[config.mk]
export PLATFORM = sky130hd
export DESIGN_NAME = instr_encoder
export DESIGN_NICKNAME = d
export VERILOG_FILES = /design/src/rtl/instr_encoder.sv
export SDC_FILE = /design/constraint.sdc
export NUM_CORES = 1
export LEC_CHECK = 0
export CAP_MARGIN = 20
export CORE_MARGIN = 4
export CORE_UTILIZATION = 40
export CTS_BUF_LIST = sky130_fd_sc_hd__clkbuf_4 sky130_fd_sc_hd__clkbuf_8 sky130_fd_sc_hd__clkbuf_16
export CTS_CLUSTER_DIAMETER = 60
export DETAILED_ROUTE_END_ITERATION = 7
export PLACE_DENSITY_LB_ADDON = 0.15
export RECOVER_POWER = 25
export SYNTH_ARGS = -nofsm -noshare
export SYNTH_HDL_FRONTEND = slang
export SYNTH_SLANG_ARGS = --single-unit
[constraint.sdc]
create_clock -name clk -period 2.38 [get_ports clk]
set_clock_uncertainty 0.1 [all_clocks]
set_input_delay 0.238 -clock clk [delete_from_list [all_inputs] [get_ports clk]]
set_output_delay 0.238 -clock clk [all_outputs]
set_load 0.05 [all_outputs]
[src/rtl/instr_encoder.sv]
// Symbolic-instruction to MIPS word encoder that streams each encoded word into
// instruction memory at consecutive word addresses, one handshake per word.
module instr_encoder #(
  parameter int ADDR_W = 8,
  parameter int DEPTH  = 256
) (
  input  logic              clk,
  input  logic              reset,
  input  logic              clear,
  input  logic              in_valid,
  output logic              in_ready,
  input  logic [3:0]        in_kind,
  input  logic [4:0]        in_rs,
  input  logic [4:0]        in_rt,
  input  logic [4:0]        in_rd,
  input  logic [15:0]       in_imm,
  input  logic [ADDR_W-1:0] in_target,
  output logic              im_we,
  output logic [ADDR_W-1:0] im_addr,
  output logic [31:0]       im_wdata,
  input  logic              im_ready,
  output logic [ADDR_W-1:0] pc,
  output logic              full,
  output logic              err
);

  typedef enum logic [1:0] {IDLE = 2'd0, EMIT = 2'd1, FULL = 2'd2} state_t;

  state_t              state_reg, state_next;
  logic [ADDR_W-1:0]   pc_reg;
  logic [31:0]         wdata_reg;
  logic                err_reg;

  logic [ADDR_W:0]     pc_inc;
  logic                last_word;
  logic [ADDR_W:0]     diff;
  logic signed [31:0]  diff_ext;
  logic                off_fits;
  logic [31:0]         enc_word;
  logic                enc_ok;
  logic                accept;

  assign pc_inc    = {1'b0, pc_reg} + 1'b1;
  assign last_word = (pc_inc == (ADDR_W+1)'(DEPTH));

  // beq offset is relative to the word after the branch; computed one bit wider
  // than the address so the full range of target-(pc+1) is representable.
  assign diff     = {1'b0, in_target} - pc_inc;
  assign diff_ext = 32'(signed'(diff));
  assign off_fits = (diff_ext[31:15] == '0) || (diff_ext[31:15] == '1);

  always_comb begin
    enc_word = '0;
    enc_ok   = 1'b1;
    case (in_kind)
      4'd0: enc_word = {6'b000000, in_rs, in_rt, in_rd, 5'b00000, 6'b100000};
      4'd1: enc_word = {6'b000000, in_rs, in_rt, in_rd, 5'b00000, 6'b100010};
      4'd2: enc_word = {6'b000000, in_rs, in_rt, in_rd, 5'b00000, 6'b100100};
      4'd3: enc_word = {6'b000000, in_rs, in_rt, in_rd, 5'b00000, 6'b100101};
      4'd4: enc_word = {6'b001101, in_rs, in_rt, in_imm};
      4'd5: enc_word = {6'b100011, in_rs, in_rt, in_imm};
      4'd6: enc_word = {6'b101011, in_rs, in_rt, in_imm};
      4'd7: begin
        enc_word = {6'b000100, in_rs, in_rt, diff_ext[15:0]};
        enc_ok   = off_fits;
      end
      4'd8: enc_word = {6'b000010, 26'(in_target)};
      4'd9: enc_word = {6'b001000, in_rs, in_rt, in_imm};
      default: enc_ok = 1'b0;
    endcase
  end

  assign accept = (state_reg == IDLE) && in_valid;

  // State register
  always_ff @(posedge clk or posedge reset) begin
    if (reset) state_reg <= IDLE;
    else       state_reg <= state_next;
  end

  // Next-state logic; clear overrides everything else
  always_comb begin
    state_next = state_reg;
    case (state_reg)
      IDLE:    if (in_valid && enc_ok) state_next = EMIT;
      EMIT:    if (im_ready) state_next = last_word ? FULL : IDLE;
      FULL:    state_next = FULL;
      default: state_next = IDLE;
    endcase
    if (clear) state_next = IDLE;
  end

  // Outputs decoded from state
  always_comb begin
    in_ready = (state_reg == IDLE);
    im_we    = (state_reg == EMIT);
    full     = (state_reg == FULL);
  end

  // Datapath registers
  always_ff @(posedge clk or posedge reset) begin
    if (reset) begin
      pc_reg    <= '0;
      wdata_reg <= '0;
      err_reg   <= 1'b0;
    end else if (clear) begin
      pc_reg    <= '0;
      wdata_reg <= '0;
      err_reg   <= 1'b0;
    end else begin
      err_reg <= accept && !enc_ok;
      if (accept && enc_ok) wdata_reg <= enc_word;
      // pc holds at its top value rather than wrapping when DEPTH == 2**ADDR_W
      if ((state_reg == EMIT) && im_ready && !pc_inc[ADDR_W])
        pc_reg <= pc_inc[ADDR_W-1:0];
    end
  end

  assign pc       = pc_reg;
  assign im_addr  = pc_reg;
  assign im_wdata = wdata_reg;
  assign err      = err_reg;

endmodule

==> results by group, run 1 <==
CTS
  • CTS max path bufs: 2
  • Hold Buf Count CTS: 0
  • CTS tree: yes
  • Clock root buffer: clkbuf_8
  • Cts bufs inserted: 5
  • TritonCTS Sinks: 42
  • Clock latency reported for the late side of the worst-skew pair: 0.29 ns
  • H-tree depth: 2
  • Clk slew on worst S/H paths: 0.08 ns

STA
  • RSZ-0062 raised after global routing: true
  • WHS: 0.332 ns
  • Post-route setup slack: -0.401 ns
  • Endpoints failing setup: 12
  • Crit share post-route: 117%
  • Min cycle time layout: 2.78 ns
  • Final slew viol count: 0
  • Rel. slew slack: 50.8%
  • Least-Margin Pin Slew: 0.732 ns
  • Count of final hold-check violations: 0
  • Maximum clock rate: 0.360 GHz

Setup path
  • CP Class: reg2reg
  • Required @ worst endpoint: 2.46 ns
  • Flop2flop setup slack: -0.40 ns
  • Worst setup EP type: register
  • Maximum fanout along the worst path: 8
  • Worst R2R Path Depth: 10
  • CP startpoint kind: register
  • Arrival time worst endpoint: 2.86 ns

Power
  • LEAKAGE: 1.86 nW
  • Total chip power: 1.78 mW
  • PwrDens: 410 nW/um^2
  • Peak VDD IR: 0.297 mV

Global route
  • First-pass GRT wire length: 13.1 mm
  • Number of global-route vias before repair: 2721
  • GRT Total Usage: 21.3%
  • Grt total ovfl: 0
  • Initial antenna violation count: 0
  • Pin count of the biggest net entering global routing: 30

Cells and area
  • Share of post-route cells with drive strength above 1: 26.1%
  • Final Cell Area: 4350 um^2
  • Most common cell after layout, fill and taps aside: clkdlybuf4s50_1
  • Layout area overhead: 68.1%
  • Number of diodes: 0
  • Final cell count without fillers: 506
  • FF/Latch Area: 1060 um^2
  • Nets: 486
  • Most frequent cells in the layout: 97 x clkdlybuf4s50_1, 52 x buf_4, 38 x dfrtp_1
  • Multi-input logic area: 1580 um^2
  • Fillers: 518
  • Max reg flops: 31

Synth
  • Mapped Cells: 282
  • Avg Inst Size Synth: 9.17 um^2
  • Netlist Area Pre-Place: 2590 um^2
  • Seq/Total Area, Yosys: 40.6%
  • Ys async rst share: 100%
  • Yosys warns: 0
  • Synthesized flop and latch total: 42
  • Post-synth net total: 340
  • Number of flops mapped to enable cells by yosys: 0
  • Post-synthesis cell type count: 51
  • Prevailing post-synth register cell: dfrtp_1

Floorplan
  • Core area: 6310 um^2
  • Initial Util: 41.0%
  • I/O Pins: 100
  • Row cnt: 29
  • Die ar.: 7820 um^2
  • Die height: 88.4 um
  • Die extent in x: 88.4 um

Place
  • DP Cell Count: 484
  • Buffers on Ports: 98
  • HPWL Detailed: 6.10 mm
  • Final GP Congestion: 0.880
  • Placed inst area: 3960 um^2

Drt
  • WL final: 8.09 mm
  • First-pass DRT Iterations: 7
  • Via count: 2688
  • Residual DRC count: 0
  • 1st-iter DRT viols: 143
  • Final ANT Viol Nets: 0
  • Vias per inst: 5.31
  • WL/cell: 16.0 um

Outcome
  • Status: finished with violations
  • Failing checks: setup timing

Min path
  • Hold WC Path Type: in2async

Flow run
  • Max Cap Violations: 0
==> worst paths after layout <==
kind	start	endpoint
worst min-delay path	reset	im_wdata[2]$_DFFE_PP0P_
max in group asynchronous	reset	im_wdata[9]$_DFFE_PP0P_
min in group clk	im_wdata[28]$_DFFE_PP0P_	im_wdata[28]$_DFFE_PP0P_
worst max-delay path	im_addr[0]$_DFFE_PP0P_	im_wdata[11]$_DFFE_PP0P_
worst min register to register	im_wdata[28]$_DFFE_PP0P_	im_wdata[28]$_DFFE_PP0P_
worst max register to register	im_addr[0]$_DFFE_PP0P_	im_wdata[11]$_DFFE_PP0P_
==> Yosys cell counts (all sizes together), types with 7 or more instances <==
| library cell | number | area [um^2] |
|---|---|---|
| a21oi | 10 | 50.1 |
| a222oi | 9 | 90.1 |
| a22o | 13 | 114 |
| buf | 15 | 114 |
| clkbuf | 7 | 26.3 |
| dfrtp | 42 | 1050 |
| ha | 9 | 113 |
| inv | 7 | 26.3 |
| nand2 | 30 | 113 |
| nor2 | 29 | 109 |
| nor2b | 9 | 56.3 |
| o21ai | 21 | 105 |
| xnor2 | 7 | 61.3 |
| xor2 | 7 | 61.3 |
==> timing repair <==
item,4_1_cts,5_1_grt
endpoints found under the setup margin,11,12
pin swaps,14,20
resized for setup,17,29
buffers inserted,10,5
==> area by class of cell <==
type / instances / share of cell area [%]
multi-input cells: 211 / 36.3
well taps: 77 / 2.22
clock inverters: 3 / 0.489
flip-flops and latches: 42 / 24.3
clock buffers: 5 / 1.58
repair buffers: 161 / 34.4
inverters: 7 / 0.604
==> worst max-delay path: stages, from the launching register on <==
cell      delay, ns
dfrtp_4        0.54
ha_4           0.20
xnor2_2        0.14
ha_1           0.32
nor2b_4        0.13
o31a_1         0.29
o311ai_2       0.32
a31oi_1        0.16
mux2i_2        0.23
buf_6          0.18
nand2_1        0.06
==> power breakdown <==
part	leakage, nW	internal, mW	switching (mW)
combinational	1.24	0.257	0.298
sequential	0.570	0.741	0.0186
clock	0.0441	0.206	0.263
==> layer usage <==
metal | vias to the layer above | wire length [um] | global-route usage [%]
li1 | 1309 | - | -
met5 | - | 0 | 0
met2 | 80 | 4080 | 35.9
met4 | 0 | 116 | 5.77
met3 | 12 | 465 | 3.82
met1 | 1287 | 3430 | 28.1
==> metrics by stage <==
stage                     util, %  setup slack (ns)  TNS, ns
after detailed placement     62.7            -0.503    -4.54
final                        68.9            -0.401    -3.87
after global placement       62.7            -0.432    -3.86
after floorplan                 -            -0.321    -2.76
after CTS                    66.5            -0.350    -3.09
after global routing         68.9            -0.487    -5.10
==> kinds of logic (layout without fill, tap and decap cells) <==
group	count (synthesis)	in the layout	synth area share, %
AO/OA/AOI/OAI	79	79	21.7
XOR/XNOR	14	14	4.74
adder cells (fa/ha/maj)	10	10	5.13
buffers and inverters	29	176	6.43
flip-flops	42	42	40.6
multiplexers	2	2	0.919
other	1	1	0.145
AND/OR/NAND/NOR	105	105	20.3
(Power assumes the default switching activity.)
==> inputs of run 2 (changes only) <==
--- a/config.mk
+++ b/config.mk
@@ -5,6 +5,7 @@
 export SDC_FILE = /design/constraint.sdc
 export NUM_CORES = 1
 export LEC_CHECK = 0
+export ABC_AREA = 1
 export CAP_MARGIN = 20
 export CORE_MARGIN = 4
 export CORE_UTILIZATION = 40
==> results by group, run 2 <==
CTS
  • Clk slew on worst S/H paths: 0.08 ns (about the same)
  • Clock latency reported for the late side of the worst-skew pair: 0.30 ns (about the same)
  • Cts bufs inserted: 5 (unchanged)
  • H-tree depth: 2 (unchanged)
  • CTS tree: yes
  • Clock root buffer: clkbuf_8
  • Hold Buf Count CTS: 0 (unchanged)
  • TritonCTS Sinks: 42 (unchanged)
  • CTS max path bufs: 2 (unchanged)

Floorplan
  • I/O Pins: 100 (unchanged)
  • Core area: 6100 um^2 (-3.4%)
  • Die ar.: 7790 um^2 (-0.35%)
  • Die extent in x: 88.3 um (-0.18%)
  • Initial Util: 42.3% (+1.3 points)
  • Row cnt: 28 (-3.4%)
  • Die height: 88.3 um (-0.18%)

Cells and area
  • Fillers: 520 (+0.39%)
  • FF/Latch Area: 1060 um^2 (unchanged)
  • Most common cell after layout, fill and taps aside: clkdlybuf4s50_1
  • Final cell count without fillers: 521 (+3.0%)
  • Nets: 503 (+3.5%)
  • Final Cell Area: 4110 um^2 (-5.5%)
  • Share of post-route cells with drive strength above 1: 19.5% (-6.6 points)
  • Multi-input logic area: 1490 um^2 (-5.5%)
  • Max reg flops: 31 (unchanged)
  • Most frequent cells in the layout: 97 x clkdlybuf4s50_1, 93 x nand2_1, 37 x inv_1
  • Layout area overhead: 59.5%
  • Number of diodes: 0 (unchanged)

Drt
  • First-pass DRT Iterations: 4 (-3)
  • Final ANT Viol Nets: 0 (unchanged)
  • Via count: 2655 (-1.2%)
  • Vias per inst: 5.10 (-4.1%)
  • 1st-iter DRT viols: 157 (+9.8%)
  • Residual DRC count: 0 (unchanged)
  • WL/cell: 14.9 um (-6.9%)
  • WL final: 7.76 mm (-4.1%)

Setup path
  • CP Class: reg2reg
  • Arrival time worst endpoint: 2.61 ns (-0.25 ns)
  • Worst setup EP type: register
  • CP max-delay cell: dfrtp_2
  • CP startpoint kind: register
  • Required @ worst endpoint: 2.53 ns (+0.07 ns)
  • CP cell instances: ha_4 -> nand2_4 -> inv_2 -> nor2_4 -> inv_2 -> ha_4 -> nand2_2 -> nand2_2 -> a31oi_4 -> nor2_2 -> buf_4 -> buf_4 -> nor3_1 -> o21ai_1 -> a21oi_1 -> a21o_1
  • CP peak stage delay: 0.48 ns (-0.06 ns)
  • Maximum fanout along the worst path: 5 (-3)

Global route
  • Pin count of the biggest net entering global routing: 43 (+43%)
  • First-pass GRT wire length: 12.0 mm (-8.2%)
  • Number of global-route vias before repair: 2615 (-3.9%)
  • Grt total ovfl: 0 (unchanged)
  • GRT Total Usage: 19.7% (-1.6 points)
  • Initial antenna violation count: 0 (unchanged)

Synth
  • Prevailing post-synth register cell: dfrtp_1
  • Mapped Cells: 328 (+16%)
  • Count leader, synth: nand2_1
  • Ys async rst share: 100% (unchanged)
  • Post-synthesis cell type count: 35 (-31%)
  • Netlist Area Pre-Place: 2580 um^2 (-0.39%)
  • Yosys top cell area share: 40.8% (+0.16 points)
  • Yosys warns: 0 (unchanged)
  • Number of flops mapped to enable cells by yosys: 0 (unchanged)
  • Area leader, netlist: dfrtp_1
  • Most area-consuming cells after synthesis: dfrtp_1 41%, nand2_1 14%, inv_1 6.3%, ha_1 4.4%, a32o_1 4.3%
  • Synthesized flop and latch total: 42 (unchanged)
  • Post-synth net total: 386 (+14%)
  • Avg Inst Size Synth: 7.85 um^2 (-14%)
  • Synth top cells by count: 99 x nand2_1, 43 x inv_1, 42 x dfrtp_1, 19 x nor2_1, 16 x nand3_1
  • Seq/Total Area, Yosys: 40.8% (+0.16 points)

Min path
  • Hold WC Path Type: reg2reg

Outcome
  • Status: finished with violations
  • Failing checks: setup timing

Place
  • Final GP Congestion: 0.843 (-4.3%)
  • Placed inst area: 3730 um^2 (-5.8%)
  • HPWL Detailed: 5.61 mm (-8.1%)
  • Buffers on Ports: 98 (unchanged)
  • DP Cell Count: 502 (+3.7%)

STA
  • Min cycle time layout: 2.47 ns (-0.312 ns)
  • Maximum clock rate: 0.405 GHz (+13%)
  • Endpoints failing setup: 3 (-9)
  • Rel. slew slack: 28.5% (-22 points)
  • Count of final hold-check violations: 0 (unchanged)
  • Final slew viol count: 0 (unchanged)
  • RSZ-0062 raised after global routing: true
  • Crit share post-route: 104% (-13 points)
  • WHS: 0.387 ns (+0.0550 ns)
  • Post-route setup slack: -0.0887 ns (+0.312 ns)
  • Least-Margin Pin Slew: 1.07 ns (+0.340 ns)

Power
  • LEAKAGE: 1.94 nW (+4.6%)
  • PwrDens: 447 nW/um^2 (+9.0%)
  • Peak VDD IR: 0.282 mV (-5.1%)

Flow run
  • Max Cap Violations: 0 (unchanged)
==> run 2: cell count changes in the layout (fill, tap and decap cells not counted), moves of 10 or more <==
cell     change
nand2_1     +69
a22o_1      -10
buf_4       -28
nor2_1      -13
inv_1       +31
nand3_1     +11
==> run 2: layer usage <==
metal	global-route usage, %	wire length (um)	vias to the layer above
met5	0	0	-
met1	25.4	3290	1234
li1	-	-	1316
met2	32.2	3780	94
met4	6.04	98	0
met3	5.49	586	11
==> run 2: final timing paths <==
path                                            end  slack (ns)  depth (start not counted)                      from
max                         im_wdata[4]$_DFFE_PP0P_       -0.09                         16    im_addr[0]$_DFFE_PP0P_
min                        im_wdata[14]$_DFFE_PP0P_        0.39                          2  im_wdata[14]$_DFFE_PP0P_
max reg2reg                 im_wdata[4]$_DFFE_PP0P_       -0.09                         16    im_addr[0]$_DFFE_PP0P_
min reg2reg                im_wdata[14]$_DFFE_PP0P_        0.39                          2  im_wdata[14]$_DFFE_PP0P_
max in group asynchronous    im_addr[1]$_DFFE_PP0P_        0.86                          3                     reset
min in group asynchronous  state_reg[0]$_DFFE_PP0P_        0.61                          3                     reset
==> run 2: final cells by class <==
class,count,area share [%]
inverter,44,4.02
timing repair buffer,124,28.9
clock buffer,6,1.86
multi-input combinational,228,36.3
sequential,42,25.8
tap,75,2.28
clock inverter,2,0.913
==> run 2: cells by family after synthesis <==
family                     after synthesis  share of synthesized area [%]
adders and majority gates               10                           5.15
other                                    1                          0.146
xor gates and xnor gates                 4                           1.36
buffers and inverters                   58                           10.0
and+or+nand+nor                        156                           26.5
AOI/OAI and AO/OA                       57                           16.1
DFF                                     42                           40.8
==> run 2: repair_timing <==
| action | CTS | global route |
|---|---|---|
| pin swaps | 2 | 27 |
| setup endpoints to repair | 11 | 13 |
| gates resized for setup | 6 | 35 |
| buffers inserted | 3 | 8 |
| gates cloned | 0 | 0 |
==> run 2: per-stage QoR <==
stage	setup TNS, ns	util (%)	power, mW	setup WS [ns]
2_1_floorplan	-0.0330	-	1.02	-0.0330
3_3_place_gp	-0.102	61.1	1.22	-0.0238
3_5_place_dp	-0.537	61.1	1.22	-0.0732
4_1_cts	0	64.0	1.82	0.00881
5_1_grt	-1.78	67.4	1.92	-0.219
6_report	-0.199	67.4	1.84	-0.0887
==> run 2: critical path, delay by kind of cell, from the launching register on <==
kind | cells | cell delay [ns]
AOI/OAI and AO/OA | 4 | 0.55
adders and majority gates | 2 | 0.35
buffers and inverters | 4 | 0.37
DFF | 1 | 0.48
and+or+nand+nor | 6 | 0.56
==> run 2: report_power, final <==
part / internal, mW / switching [mW]
clock network: 0.325 / 0.262
logic: 0.211 / 0.286
registers: 0.738 / 0.0157
==> edit 1: new RTL, flow settings as in run 1 <==
The 3 states of `state_t` get a one-hot encoding in 3 bits.
--- a/src/rtl/instr_encoder.sv
+++ b/src/rtl/instr_encoder.sv
@@ -25,5 +25,5 @@
 );
 
-  typedef enum logic [1:0] {IDLE = 2'd0, EMIT = 2'd1, FULL = 2'd2} state_t;
+  typedef enum logic [2:0] {IDLE = 3'b001, EMIT = 3'b010, FULL = 3'b100} state_t;
 
   state_t              state_reg, state_next;
Check against the original RTL: same outputs for any inputs over 10 cycles, from zero or initial values and one cycle with reset high; not proved beyond that.
==> edit 1 against run 1 <==
- the run still ends with setup timing left
- synthesized area grew 5.3%
- final area down 1.4%
- global-route usage fell by 1.7 points
- fmax decreased by 6.8%
- die area increased by 4.8%
- wire length decreased by 2.8%
- via count grew 2.2%
- largest power group unchanged
- hold slack improved by 0.048 ns
- total power up 14%
- sequential cell count is 1 higher
- critical endpoint is now im_wdata[8]
- setup slack lost 0.20 ns
==> edit 1: results (changes against run 1) <==
deepest clock path buffer count=2 (unchanged); library cells used by synthesis=49 (-3.9%); WHS Path Cells=2; maximum fanout encountered on the critical timing path=3 (-5); outcome=complete, but fails checks; detailed-placement wirelength estimate=6.181 mm (+1.3%); antenna violations before repair=0 (unchanged); critical path data arrival time=3.05 ns (+0.19 ns); detailed-routing iteration count for the pre-antenna-repair pass=4 (-3); overall via count from detail_route=2748 (+2.2%); DR iter-0 viols=132 (-7.7%); placer congestion estimate=0.8920 (+1.3%); Inserted Diodes=0 (unchanged); largest net degree at the start of global routing=44 (+47%); portion of the post-synthesis area used by sequential elements=0.3955 (-0.01089); violated checks=setup timing; warning count from the yosys run=0 (unchanged); worst slack at placement=-0.6550 ns (-0.1524 ns); fraction of registers with async set/reset=1.000 (unchanged); Clk Latency, worst-skew pair=0.30 ns; synthesized netlist net count=362 (+6.5%); Worst-Margin Slew=1.063 ns (+0.3307 ns); Synth top cells by count=dfrtp_1 (42), nor2_1 (36), nand2_1 (21), clkbuf_1 (15), a22o_1 (14); nets@finish=497 (+2.3%); total of buffers placed on input and output ports=98 (unchanged); Area contributors post-synth=dfrtp_1 (39%), nor2_1 (5.0%), a22o_1 (4.5%); proportion of layout cells with a drive suffix above 1=0.1950 (-0.06606); maximum VDD drop=252.5 µV (-15%); total clock buffers created by CTS=5 (unchanged); clock input transition at the sequential cells of the worst setup and hold paths=0.08 ns (about the same); leakage power figure=1.866 nW (+0.46%); top flip-flop cell by instance count after synthesis=dfrtp_1; Layout fillers=528 (+1.9%); min setup slack post-route=-0.6029 ns (-0.2021 ns); wire length of the first global-routing pass=13.23 mm (+1.3%); H-tree depth=2 (unchanged); GRT Overall Usage=0.1951 (-0.01740); Tightest Hold Check Type=reg2reg; R2R depth=10 (unchanged); Total Wirelength=7.867 mm (-2.8%); number of global-route vias before repair=2779 (+2.1%); clock root buffer master=clkbuf_8; number of flip-flops under the largest register name=31 (unchanged); count of final setup violators=11 (-1)
edit 1: cell type report:
cell class	instances	area share
multi-input cells	225	0.3567
repair buffers	156	0.3287
clock buffers	6	0.01781
clock inverters	2	0.01401
well taps	77	0.02248
inverters	9	0.007881
flip-flops and latches	43	0.2525
edit 1: what timing repair did:
item,in CTS,in global routing
endpoints found under the setup margin,11,13
gates resized for setup,2,3
pin swaps,1,0
setup buffers,1,0
edit 1: cell families (layout without fill, tap and decap cells):
family / after synthesis / in the layout / synth area share
compound gates: 79 / 79 / 0.2177
other cells: 1 / 1 / 0.001377
mux: 1 / 1 / 0.003675
buf+inv: 37 / 173 / 0.06476
fa+ha+maj: 10 / 10 / 0.04823
flops: 43 / 43 / 0.3955
simple gates: 116 / 116 / 0.2108
xor+xnor: 18 / 18 / 0.05788
edit 1: stage by stage:
step	setup TNS, ns	area, µm²	hold slack [ns]	instances
after floorplan	-5.566	2770	0.2707	305
after global placement	-5.511	4124	0.3644	509
after detailed placement	-5.986	4124	0.3699	509
after CTS	-5.100	4287	0.3060	518
after global routing	-5.944	4287	0.4186	518
final	-5.115	4287	0.3799	518
edit 1: path summary, 6_finish.rpt:
check                        startpoint            to  slack [ns]
setup / recovery             im_addr[0]   im_wdata[8]       -0.60
hold / removal             im_wdata[31]  im_wdata[31]        0.38
setup reg to reg             im_addr[0]   im_wdata[8]       -0.60
hold reg to reg            im_wdata[31]  im_wdata[31]        0.38
max in group asynchronous         reset    im_addr[0]        0.85
min in group asynchronous         reset  im_wdata[15]        0.62
edit 1: layer usage:
metal | wire, µm | GRT usage | vias to the layer above
li1 | - | - | 1361
met1 | 3680 | 0.2577 | 1283
met2 | 3617 | 0.3193 | 90
met3 | 420 | 0.04083 | 14
met4 | 148 | 0.06122 | 0
met5 | 0 | 0 | -
edit 1: report_power, final:
part / internal, mW / switching (mW)
sequential: 0.763 / 0.0182
clock: 0.431 / 0.261
combinational: 0.257 / 0.307
edit 1: worst max-delay path: stages, from the launching register on:
cell and delay [ns]:
dfrtp_2 0.44, ha_4 0.18, and3_4 0.18, xnor2_1 0.12, ha_1 0.29, o21a_1 0.11, o31a_1 0.12, or2_4 0.23
maj3_2 0.31, o31a_1 0.27, or4b_1 0.51
==> edit 2: new RTL, config.mk and constraints of run 1 <==
Made on the original files. Change the parameter `DEPTH` from 256 to 128.
--- a/src/rtl/instr_encoder.sv
+++ b/src/rtl/instr_encoder.sv
@@ -3,5 +3,5 @@
 module instr_encoder #(
   parameter int ADDR_W = 8,
-  parameter int DEPTH  = 256
+  parameter int DEPTH  = 128
 ) (
   input  logic              clk,
Formal check against the unedited RTL: same outputs for any inputs over 10 cycles, from zero or initial values and one cycle with reset high; that may be too few to reach the edited logic, so the function may still have changed.
==> edit 2 against run 1 <==
- the flow still finishes with violations (setup timing)
- synthesized area is 0.29% higher
- final area decreased by 4.7%
- sequential cell count did not move
- cell count fell by 1.4%
- setup slack worse by 0.19 ns
- sequential power about the same
- total power is 5.3% higher
- clock power rose by 22%
- synthesized cell count is 0.35% higher
- hold slack worse by 0.0036 ns
- die area grew 0.26%
- critical path depth up 1
- wire length fell by 0.73%
- sequential share of layout area increased by 1.2 points
==> edit 2: results (changes against run 1) <==
outcome=complete, but fails checks; violated checks=setup timing; adder-cell share of the synthesized area=0.05451 (+0.003228); Avg Inst Size Synth=9.165 µm² (about the same); worst hold slack=0.3283 ns (-0.003626 ns); wire length of the first global-routing pass=12.68 mm (-2.9%); Total Wirelength=8.034 mm (-0.73%); count of final setup violators=11 (-1); maximum VDD drop=360.0 µV (+21%); proportion of layout cells with a drive suffix above 1=0.1943 (-0.06676); largest net degree at the start of global routing=23 (-23%); mux contribution to synthesized area=0 (-0.009192); detailed-routing iteration count for the pre-antenna-repair pass=4 (-3); placer congestion estimate=0.8765 (-0.44%); final std cells w/o fill=499 (-1.4%); overall via count from detail_route=2701 (+0.48%); critical path data arrival time=3.08 ns (+0.22 ns); fraction of synthesized cell area in xor and xnor cells=0.05065 (+0.003240); DR iter-0 viols=177 (+24%); area fraction in compound gates after synthesis=0.2436 (+0.02687); Area contributors post-synth=dfrtp_1 (41%), nor2_1 (4.8%), a22o_1 (4.4%); Setup TNS Final=-5.430 ns (-1.559 ns); Cell Area, Placed=3951 µm² (-0.13%); R2R depth=11 (+1); min setup slack post-route=-0.5932 ns (-0.1925 ns); number of cells in the design after placement=483 (-0.21%); GRT Overall Usage=0.2079 (-0.004606); portion of the post-synthesis area used by sequential elements=0.4052 (-0.001176); maximum fanout encountered on the critical timing path=7 (-1); slack of the worst reg-to-reg path=-0.59 ns (-0.19 ns); leakage power figure=1.771 nW (-4.7%); number of global-route vias before repair=2709 (-0.44%); end of the worst register-to-register path=im_wdata[10]; Synth top cells by count=dfrtp_1 (42), nor2_1 (33), nand2_1 (23), o21ai_0 (19), a21oi_1 (18)
[edit 2: changes by cell type in the layout (fill, tap and decap cells not counted), sizes merged, moves of 5 or more]
cell    delta
nand2      -7
nor3       -5
a222oi     -6
a21oi      +8
buf       -10
[edit 2: worst max-delay path by stage]
stage | end | startpoint
final | im_wdata[10] | im_addr[0]
after global routing | im_wdata[13] | im_addr[0]
after CTS | im_wdata[10] | im_addr[0]
after detailed placement | im_wdata[10] | im_addr[0]
after global placement | im_wdata[9] | im_addr[0]
after floorplan | im_wdata[10] | im_addr[1]
[edit 2: kinds of logic after synthesis]
family	Yosys count
adders and majority gates	11
and+or+nand+nor	98
other	1
AOI/OAI and AO/OA	89
DFF	42
xor gates and xnor gates	15
buffers and inverters	27
[edit 2: per-layer routing]
layer	vias up	GRT usage	wire length, µm
met3	13	0.04190	514
met5	-	0	0
met2	92	0.3494	3938
li1	1309	-	-
met4	0	0.07280	146
met1	1287	0.2664	3435
[edit 2: cell type report]
cell class | count | area (µm²)
Tap cell | 77 | 96.34
Fill cell | 542 | 2172
Multi-Input combinational cell | 214 | 1465
Inverter | 7 | 26.28
Sequential cell | 42 | 1057
Timing Repair Buffer | 151 | 1383
Clock inverter | 2 | 37.54
Clock buffer | 6 | 76.32
[edit 2: power by group through the flow]
stage / sequential, mW / clock [mW] / combinational [mW]
3_3_place_gp: 0.773 / 0 / 0.533
6_report: 0.759 / 0.570 / 0.548
3_5_place_dp: 0.774 / 0 / 0.538
5_1_grt: 0.763 / 0.619 / 0.589
4_1_cts: 0.759 / 0.592 / 0.544
2_1_floorplan: 0.873 / 0 / 0.194
[edit 2: repair_timing]
action | in CTS | in global routing
hold buffers | 0 | 0
endpoints found under the setup margin | 10 | 12
gates resized for setup | 2 | 5
setup buffers | 2 | 6
pin swaps | 2 | 3
[edit 2: stage by stage]
step                setup WS (ns)    util
detailed placement        -0.5155  0.6258
global placement          -0.4530  0.6258
floorplan                 -0.5624       -
global route              -0.6946  0.6560
finish                    -0.5932  0.6560
CTS                       -0.5542  0.6480
[edit 2: critical path, stage by stage, from the launching register on]
cell and delay (ns):
dfrtp_4 0.49, ha_4 0.17, and2_4 0.16, nand2_4 0.06, xor2_1 0.15, ha_1 0.29, o21a_1 0.14, o31a_1 0.12
or2_4 0.23, maj3_2 0.36, o41a_1 0.46, o211ai_1 0.15
